<file path="config.mk">
export PLATFORM = sky130hd
export DESIGN_NAME = signed_accumulator
export DESIGN_NICKNAME = d
export VERILOG_FILES = /design/src/rtl/signed_accumulator.sv
export SDC_FILE = /design/constraint.sdc
export NUM_CORES = 1
export LEC_CHECK = 0
export ABC_AREA = 1
export CAP_MARGIN = 20
export CORE_ASPECT_RATIO = 0.75
export CORE_MARGIN = 10
export CORE_UTILIZATION = 58
export CTS_BUF_LIST = sky130_fd_sc_hd__clkbuf_4
export DETAILED_ROUTE_END_ITERATION = 6
export PLACE_DENSITY = 0.88
export SLEW_MARGIN = 10
export SYNTH_ARGS = -nofsm -noshare
export SYNTH_HDL_FRONTEND = slang
export SYNTH_SLANG_ARGS = --single-unit
</file>
<file path="constraint.sdc">
create_clock -name clk -period 3.8 [get_ports clk]
set_input_delay 0.57 -clock clk [delete_from_list [all_inputs] [get_ports clk]]
set_output_delay 0.57 -clock clk [all_outputs]
set_load 0.005 [all_outputs]
</file>
<file path="src/rtl/signed_accumulator.sv">
// Signed accumulator with valid/ready handshake on both sides and a sticky overflow flag.
// Define SIGNED_ACC_SAT_EN to saturate on overflow instead of wrapping.
module signed_accumulator #(
    parameter int SIZE     = 8,
    parameter int ACC_SIZE = 12
) (
    input  logic                clk,
    input  logic                rst_n,
    input  logic                in_valid,
    output logic                in_ready,
    input  logic [SIZE-1:0]     in_data,
    input  logic                in_sub,
    input  logic                in_clear,
    output logic                out_valid,
    input  logic                out_ready,
    output logic [ACC_SIZE-1:0] out_data,
    output logic                overflow
);

    logic                valid_q, valid_d;
    logic [ACC_SIZE-1:0] acc_q, acc_d;
    logic                ovf_q, ovf_d;

    logic                accept;
    logic [ACC_SIZE-1:0] base;
    logic [ACC_SIZE-1:0] operand_ext;
    logic [ACC_SIZE-1:0] operand_eff;
    logic [ACC_SIZE-1:0] sum;
    logic                sum_ovf;

    assign in_ready = !valid_q || out_ready;
    assign accept   = in_valid && in_ready;

    assign base        = in_clear ? '0 : acc_q;
    assign operand_ext = {{(ACC_SIZE-SIZE){in_data[SIZE-1]}}, in_data};
    // Negating in the wider accumulator width keeps the most-negative operand exact.
    assign operand_eff = in_sub ? (~operand_ext + 1'b1) : operand_ext;
    assign sum         = base + operand_eff;
    assign sum_ovf     = (base[ACC_SIZE-1] == operand_eff[ACC_SIZE-1])
                      && (sum[ACC_SIZE-1] != base[ACC_SIZE-1]);

    always_comb begin
        valid_d = valid_q;
        acc_d   = acc_q;
        ovf_d   = ovf_q;
        if (accept) begin
            valid_d = 1'b1;
`ifdef SIGNED_ACC_SAT_EN
            if (sum_ovf)
                acc_d = base[ACC_SIZE-1] ? {1'b1, {(ACC_SIZE-1){1'b0}}}
                                         : {1'b0, {(ACC_SIZE-1){1'b1}}};
            else
                acc_d = sum;
`else
            acc_d = sum;
`endif
            ovf_d = in_clear ? sum_ovf : (ovf_q | sum_ovf);
        end else if (out_ready) begin
            valid_d = 1'b0;
        end
    end

    always_ff @(posedge clk or negedge rst_n) begin
        if (!rst_n) begin
            valid_q <= 1'b0;
            acc_q   <= '0;
            ovf_q   <= 1'b0;
        end else begin
            valid_q <= valid_d;
            acc_q   <= acc_d;
            ovf_q   <= ovf_d;
        end
    end

    assign out_valid = valid_q;
    assign out_data  = acc_q;
    assign overflow  = ovf_q;

endmodule

</file>
==> impl_results.md, run 1 <==
- Status: completed
- Seq/Total Area, Yosys: 24.0%
- Synth Cell Area: 0.00146 mm²
- Buf/Inv on CP: 3
- YS warnings: 0
- Rows: 15
- Synth async-reset ratio: 100%
- Critical Path Most Common Cell: nand2_1
- Die H: 63.4 µm
- Crit-path cells: clkdlybuf4s50_1 -> inv_1 -> ha_1 -> nand3_1 -> o31ai_2 -> xnor2_1 -> ha_1 -> nand2_1 -> inv_1 -> nand2_1 -> nand2_1 -> a21oi_1 -> xor2_1 -> o21ai_1
- Crit Path Class: input port to flop
- GRT Total Usage: 14.0%
- Fillers: 190
- Worst Path Arrival: 2980 ps
- Mux share of post-synthesis cell area: 0%
- Post-Synth Simple-Gate Area: 33.3%
- Die Area: 0.00494 mm²
- Maxcap violations: 0
- Post-synthesis adder-cell area fraction: 11.7%
- Syn_nets: 249
- Initial DRC Count: 109
- Crit start category: input port
- Final hold slack: 506 ps
- RR Endpoint: out_data[8]
- Root buf cell: clkbuf_4
- Clk_lat worst skew: 280 ps
- Compound-gate portion of the synthesized area: 13.0%
- Gr ovfl total: 0
- Max-slew headroom: 56.7%
- H-tree depth: 1
- Hold endpoint: out_data[6]
- Hold-critical path depth: 2
- Vias per inst: 5.13
- Diodes inserted: 0
- IO Count: 29
- CP endpoint kind: flop
- CP max FO: 5
- Post-CTS Setup Bufs: 0
- Crit-path slowest cell: clkdlybuf4s50_1
- Pins Over Slew Limit: 0
- Reg-to-reg startpoint: out_data[0]
- Drt pass-1 iters: 4
- Layout cells sized above 1: 6.80%
- Period utilization: 74.3%
- Commonest cells after routing, fill and taps aside: 57 x nand2_1, 39 x inv_1, 28 x clkdlybuf4s50_1
- Largest net degree at the start of global routing: 16
- RSZ-0062 raised after global routing: false
- Final #Nets: 279
- Hold Crit Class: flop to flop
- Layout area overhead: 22.3%
- Worst path top cell family by delay: buffers and inverters
- Post-synth cell types: 31
- Mapped Cells: 222
- Worst path depth: 14
- Die W: 77.9 µm
- Vias in the first global route: 1370
- Clock Skew: 0.408 ps
- Cell Pwr Density: 467 mW/mm²
- Final HPWL DP: 2790 µm
- Final Setup Violations: 0
- First-pass GRT wire length: 6000 µm
- Fmax: 354 MHz
- DR WL/cell: 12.0 µm
- Final Hold Viols: 0
- Cts hold-fix bufs: 0
- Clk sink count: 14
- Worst Path Required: 3960 ps
- Xor/xnor share of the synthesized area: 5.41%
- Worst reg2reg setup slack: 1900 ps
- Remaining DRCs: 0
- Mean area per synthesized cell: 6.57 µm²
- Worst hold start: out_data[6]
- Clk slew on worst S/H paths: 80 ps
- Fin Setup TNS: 0 ps
- Count of flip-flops with a built-in enable after synthesis: 0
- Port-buffer cells: 28
- Initial Utilization: 62.1%
- Minimum clock period: 2820 ps
- R2r worst-path depth: 10
- Static leakage: 0.973 nW
- Main combinational cell family by area after synthesis: simple AND/OR/NAND/NOR gates
- Actual slew at the worst max-slew pin: 648 ps
- Resized cells post-CTS: 0
- Seq cells post-synth: 14
- Largest stage delay on the critical path: 440 ps
- Worst vdd ir: 0.314 mV
- CTS tree: yes
- Antenna violations before repair: 0
- Final ANT Viol Nets: 0
- Clock buffer count from CTS: 3
- Most common cell after layout, fill and taps aside: nand2_1
- Via count: 1458
- Core footprint: 0.00235 mm²
- Routed Wire Length: 3420 µm
- GP Congestion: 0.900
- Clk buf depth: 2
- Ys flop type: dfrtp_1
## cell type report
class	count	area, µm²	share of cell area [%]
clock buffer	3	22.5	1.26
multi-input combinational	163	923	51.8
inverter	41	156	8.77
tap	34	42.5	2.39
sequential	14	350	19.6
timing repair buffer	29	288	16.1
## per-layer routing
| layer | share of wire (%) | GRT usage [%] |
|---|---|---|
| met5 | 0 | 0 |
| met4 | 0.23 | 1.59 |
| met3 | 11 | 5.10 |
| met2 | 43 | 22.4 |
| met1 | 46 | 18.0 |
## power by group
part,internal [mW],leakage [nW],switching [mW],total [mW]
sequential,0.203,0.170,0.0337,0.237
combinational,0.244,0.789,0.268,0.511
clock,0.0368,0.0138,0.0478,0.0846
## sequential cells by signal (all words and copies together), names as in the netlist
signal,flops
out_data,12
out_valid,1
overflow,1
## Yosys cell counts (2+ instances only)
cell	count	area [µm²]
xor2_1	4	35.0
a21oi_1	11	55.1
nor2_2	2	12.5
o21ai_1	3	15.0
xnor2_1	5	43.8
nand4_1	2	12.5
nor2_1	22	82.6
nand3_1	18	90.1
ha_1	12	150
nand2_1	57	214
o21ai_0	10	50.1
inv_1	39	146
nand3_2	4	40.0
dfrtp_1	14	350
nand3b_1	2	15.0
nand2_2	2	12.5
## tightest hold or removal path, cell delays in order, from the launching register on
cell and delay [ps]:
dfrtp_1 360, nand2_1 60, nand2_1 60
## kinds of logic after synthesis
logic type | after synthesis
flops | 14
fa+ha+maj | 13
simple gates | 110
buf+inv | 45
xor+xnor | 9
compound gates | 31
## through the flow
step | setup slack (ps) | instance area [µm²] | total power [mW] | util [%] | std cells
2_1_floorplan | 1470 | 1460 | 0.554 | - | 222
3_3_place_gp | 692 | 1760 | 0.740 | 75.0 | 281
3_5_place_dp | 726 | 1760 | 0.746 | 75.0 | 281
4_1_cts | 1020 | 1780 | 0.837 | 76.0 | 284
5_1_grt | 799 | 1780 | 0.921 | 76.0 | 284
6_report | 976 | 1780 | 0.833 | 76.0 | 284
## worst max-delay path by stage
stage          startpoint     endpoint  slack (ps)
2_1_floorplan  in_data[1]  out_data[7]        1470
3_3_place_gp   in_data[0]  out_data[7]         690
3_5_place_dp   in_data[0]  out_data[7]         730
4_1_cts        in_data[0]  out_data[7]        1020
5_1_grt        in_data[0]  out_data[7]         800
6_report       in_data[0]  out_data[7]         980
No activity file was read; power rests on OpenSTA's default activity.
==> run 2, diff against run 1 <==
--- a/config.mk
+++ b/config.mk
@@ -9,10 +9,10 @@
 export CAP_MARGIN = 20
 export CORE_ASPECT_RATIO = 0.75
 export CORE_MARGIN = 10
-export CORE_UTILIZATION = 58
+export CORE_UTILIZATION = 53
 export CTS_BUF_LIST = sky130_fd_sc_hd__clkbuf_4
 export DETAILED_ROUTE_END_ITERATION = 6
-export PLACE_DENSITY = 0.88
+export PLACE_DENSITY = 0.82
 export SLEW_MARGIN = 10
 export SYNTH_ARGS = -nofsm -noshare
 export SYNTH_HDL_FRONTEND = slang
==> constraint.sdc (replaced) <==
create_clock -name clk -period 2.6 [get_ports clk]
set_input_delay 0.39 -clock clk [delete_from_list [all_inputs] [get_ports clk]]
set_output_delay 0.39 -clock clk [all_outputs]
set_load 0.005 [all_outputs]
==> run 2 against run 1 <==
  * Clock skew rose by 7.7 ps
  * Non-clock buffer count is 27 higher
  * Design area grew 15%
  * Hold slack got worse by 30 ps
  * Critical path depth is 2 lower
  * Highest routed layer unchanged
  * Combinational power is 77% higher
==> impl_results.md, run 2 (same netlist as run 1, synthesis figures left out) <==
- Final total power: 1.38 mW
- CP max FO: 3
- Fin Setup TNS: 0 ps
- P_sw: 573 µW
- Cts hold-fix bufs: 0
- Placed Instances: 307
- Die W: 80.6 µm
- Multi-input gate area: 977 µm²
- Initial Utilization: 55.6%
- Initial DRC Count: 112
- Core footprint: 0.00262 mm²
- Final ANT Viol Nets: 0
- Cell Pwr Density: 676 mW/mm²
- RSZ-0062 raised after global routing: true
- Crit-path cells: clkdlybuf4s50_1 -> inv_2 -> ha_2 -> nand3_2 -> o31ai_4 -> xnor2_2 -> ha_1 -> a21oi_2 -> nand2_1 -> a21oi_1 -> xor2_1 -> o21ai_1
- Vias in the first global route: 1492
- Clock Power Share: 9.6%
- Period utilization: 97.5%
- Maxcap violations: 0
- Port-buffer cells: 28
- Drt pass-1 iters: 6
- Clock buffer count from CTS: 3
- Hold Crit Class: input port to asynchronous set/reset pin
- Final Hold Viols: 0
- Static leakage: 1.11 nW
- Clk_lat worst skew: 300 ps
- Post-place setup slack: -233 ps
- Worst Path Arrival: 2730 ps
- Non-Filler Instances: 314
- Crit Path Class: input port to flop
- Crit start category: input port
- IO Count: 29
- Net Sw Frac: 41.4%
- Pins Over Slew Limit: 0
- Combinational Power Share: 65.3%
- Largest stage delay on the critical path: 440 ps
- GP Congestion: 0.925
- Die H: 65.4 µm
- Max-slew headroom: 57.2%
- Final HPWL DP: 3010 µm
- H-tree depth: 1
- Diodes inserted: 0
- Worst Path Required: 2790 ps
- Register area: 350 µm²
- Vias per inst: 5.01
- Status: completed
- Post-route setup slack: 64.1 ps
- Crit-path slowest cell: clkdlybuf4s50_1
- CP endpoint kind: flop
- Gr ovfl total: 0
- Actual slew at the worst max-slew pin: 640 ps
- Largest net degree at the start of global routing: 16
- Final #Nets: 306
- Layout cells sized above 1: 21.2%
- Root buf cell: clkbuf_4
- First-pass GRT wire length: 6300 µm
- Final Setup Violations: 0
- Die Area: 0.00527 mm²
- Clk sink count: 14
- DR WL/cell: 12.1 µm
- Most common cell after layout, fill and taps aside: nand2_1
- Fmax: 394 MHz
- Final hold slack: 476 ps
- Via count: 1574
- Clock Skew: 8.12 ps
- GRT Total Usage: 14.6%
- Worst vdd ir: 0.454 mV
- Minimum clock period: 2540 ps
- Rows: 16
- Antenna violations before repair: 0
- Fillers: 198
- Layout area overhead: 40.3%
- Number of flip-flops in the largest register: 12
- Flop pwr share: 25.1%
- Commonest cells after routing, fill and taps aside: 53 x nand2_1, 37 x inv_1, 28 x clkdlybuf4s50_1, 28 x buf_4, 20 x nor2_1
- Routed Wire Length: 3800 µm
- Clk slew on worst S/H paths: 90 ps
- P_int: 811 µW
- Remaining DRCs: 0
- Clk buf depth: 2
- CTS tree: yes
-- run 2: per-layer routing --
layer | share of wire (%) | global-route usage (%) | routed length, µm | vias to the layer above
met5 | 0 | 0 | 0 | -
met4 | 0.89 | 3.73 | 34 | 0
met3 | 9.3 | 5.57 | 352 | 4
met2 | 45 | 22.6 | 1700 | 59
met1 | 45 | 18.5 | 1710 | 691
li1 | - | - | - | 820
-- run 2: repair_timing --
| item | 4_1_cts | 5_1_grt |
|---|---|---|
| buffers inserted | 0 | 3 |
| endpoints found under the setup margin | 0 | 3 |
| resized for setup | 0 | 16 |
-- run 2: worst paths after layout --
kind	from	to	slack (ps)	depth (start not counted)
min in group clk	out_data[10]	out_data[10]	510	2
hold reg to reg	out_data[10]	out_data[10]	510	2
setup reg to reg	out_data[0]	out_data[6]	760	10
setup / recovery	in_data[0]	out_data[7]	60	12
hold / removal	rst_n	out_valid	480	1
max in group asynchronous	rst_n	out_data[0]	1710	1
-- run 2: worst max-delay path: cells and delay by family --
family                     cells  cell delay [ps]
adders and majority gates      2              540
AOI/OAI and AO/OA              4              750
buffers and inverters          2              520
xor gates and xnor gates       2              300
and+or+nand+nor                2              230
-- run 2: metrics by stage --
step | utilization (%) | area (µm²)
finish | 78.0 | 2050
global route | 78.0 | 2050
CTS | 75.1 | 1970
detailed placement | 74.1 | 1940
global placement | 74.1 | 1940
floorplan | - | 1460
-- run 2: final cells by class --
class / count / area share (%)
clock buffer: 3 / 1.10
clock inverter: 1 / 0.183
inverter: 41 / 7.65
multi-input combinational: 163 / 47.8
sequential: 14 / 17.1
tap: 36 / 2.20
timing repair buffer: 56 / 24.0
-- run 2: power groups by stage --
stage | clock network (mW) | registers, mW | logic, mW
after floorplan | 0 | 0.356 | 0.453
after global placement | 0 | 0.349 | 0.824
after detailed placement | 0 | 0.353 | 0.835
after CTS | 0.141 | 0.349 | 0.844
after global routing | 0.148 | 0.361 | 1.01
final | 0.133 | 0.347 | 0.903
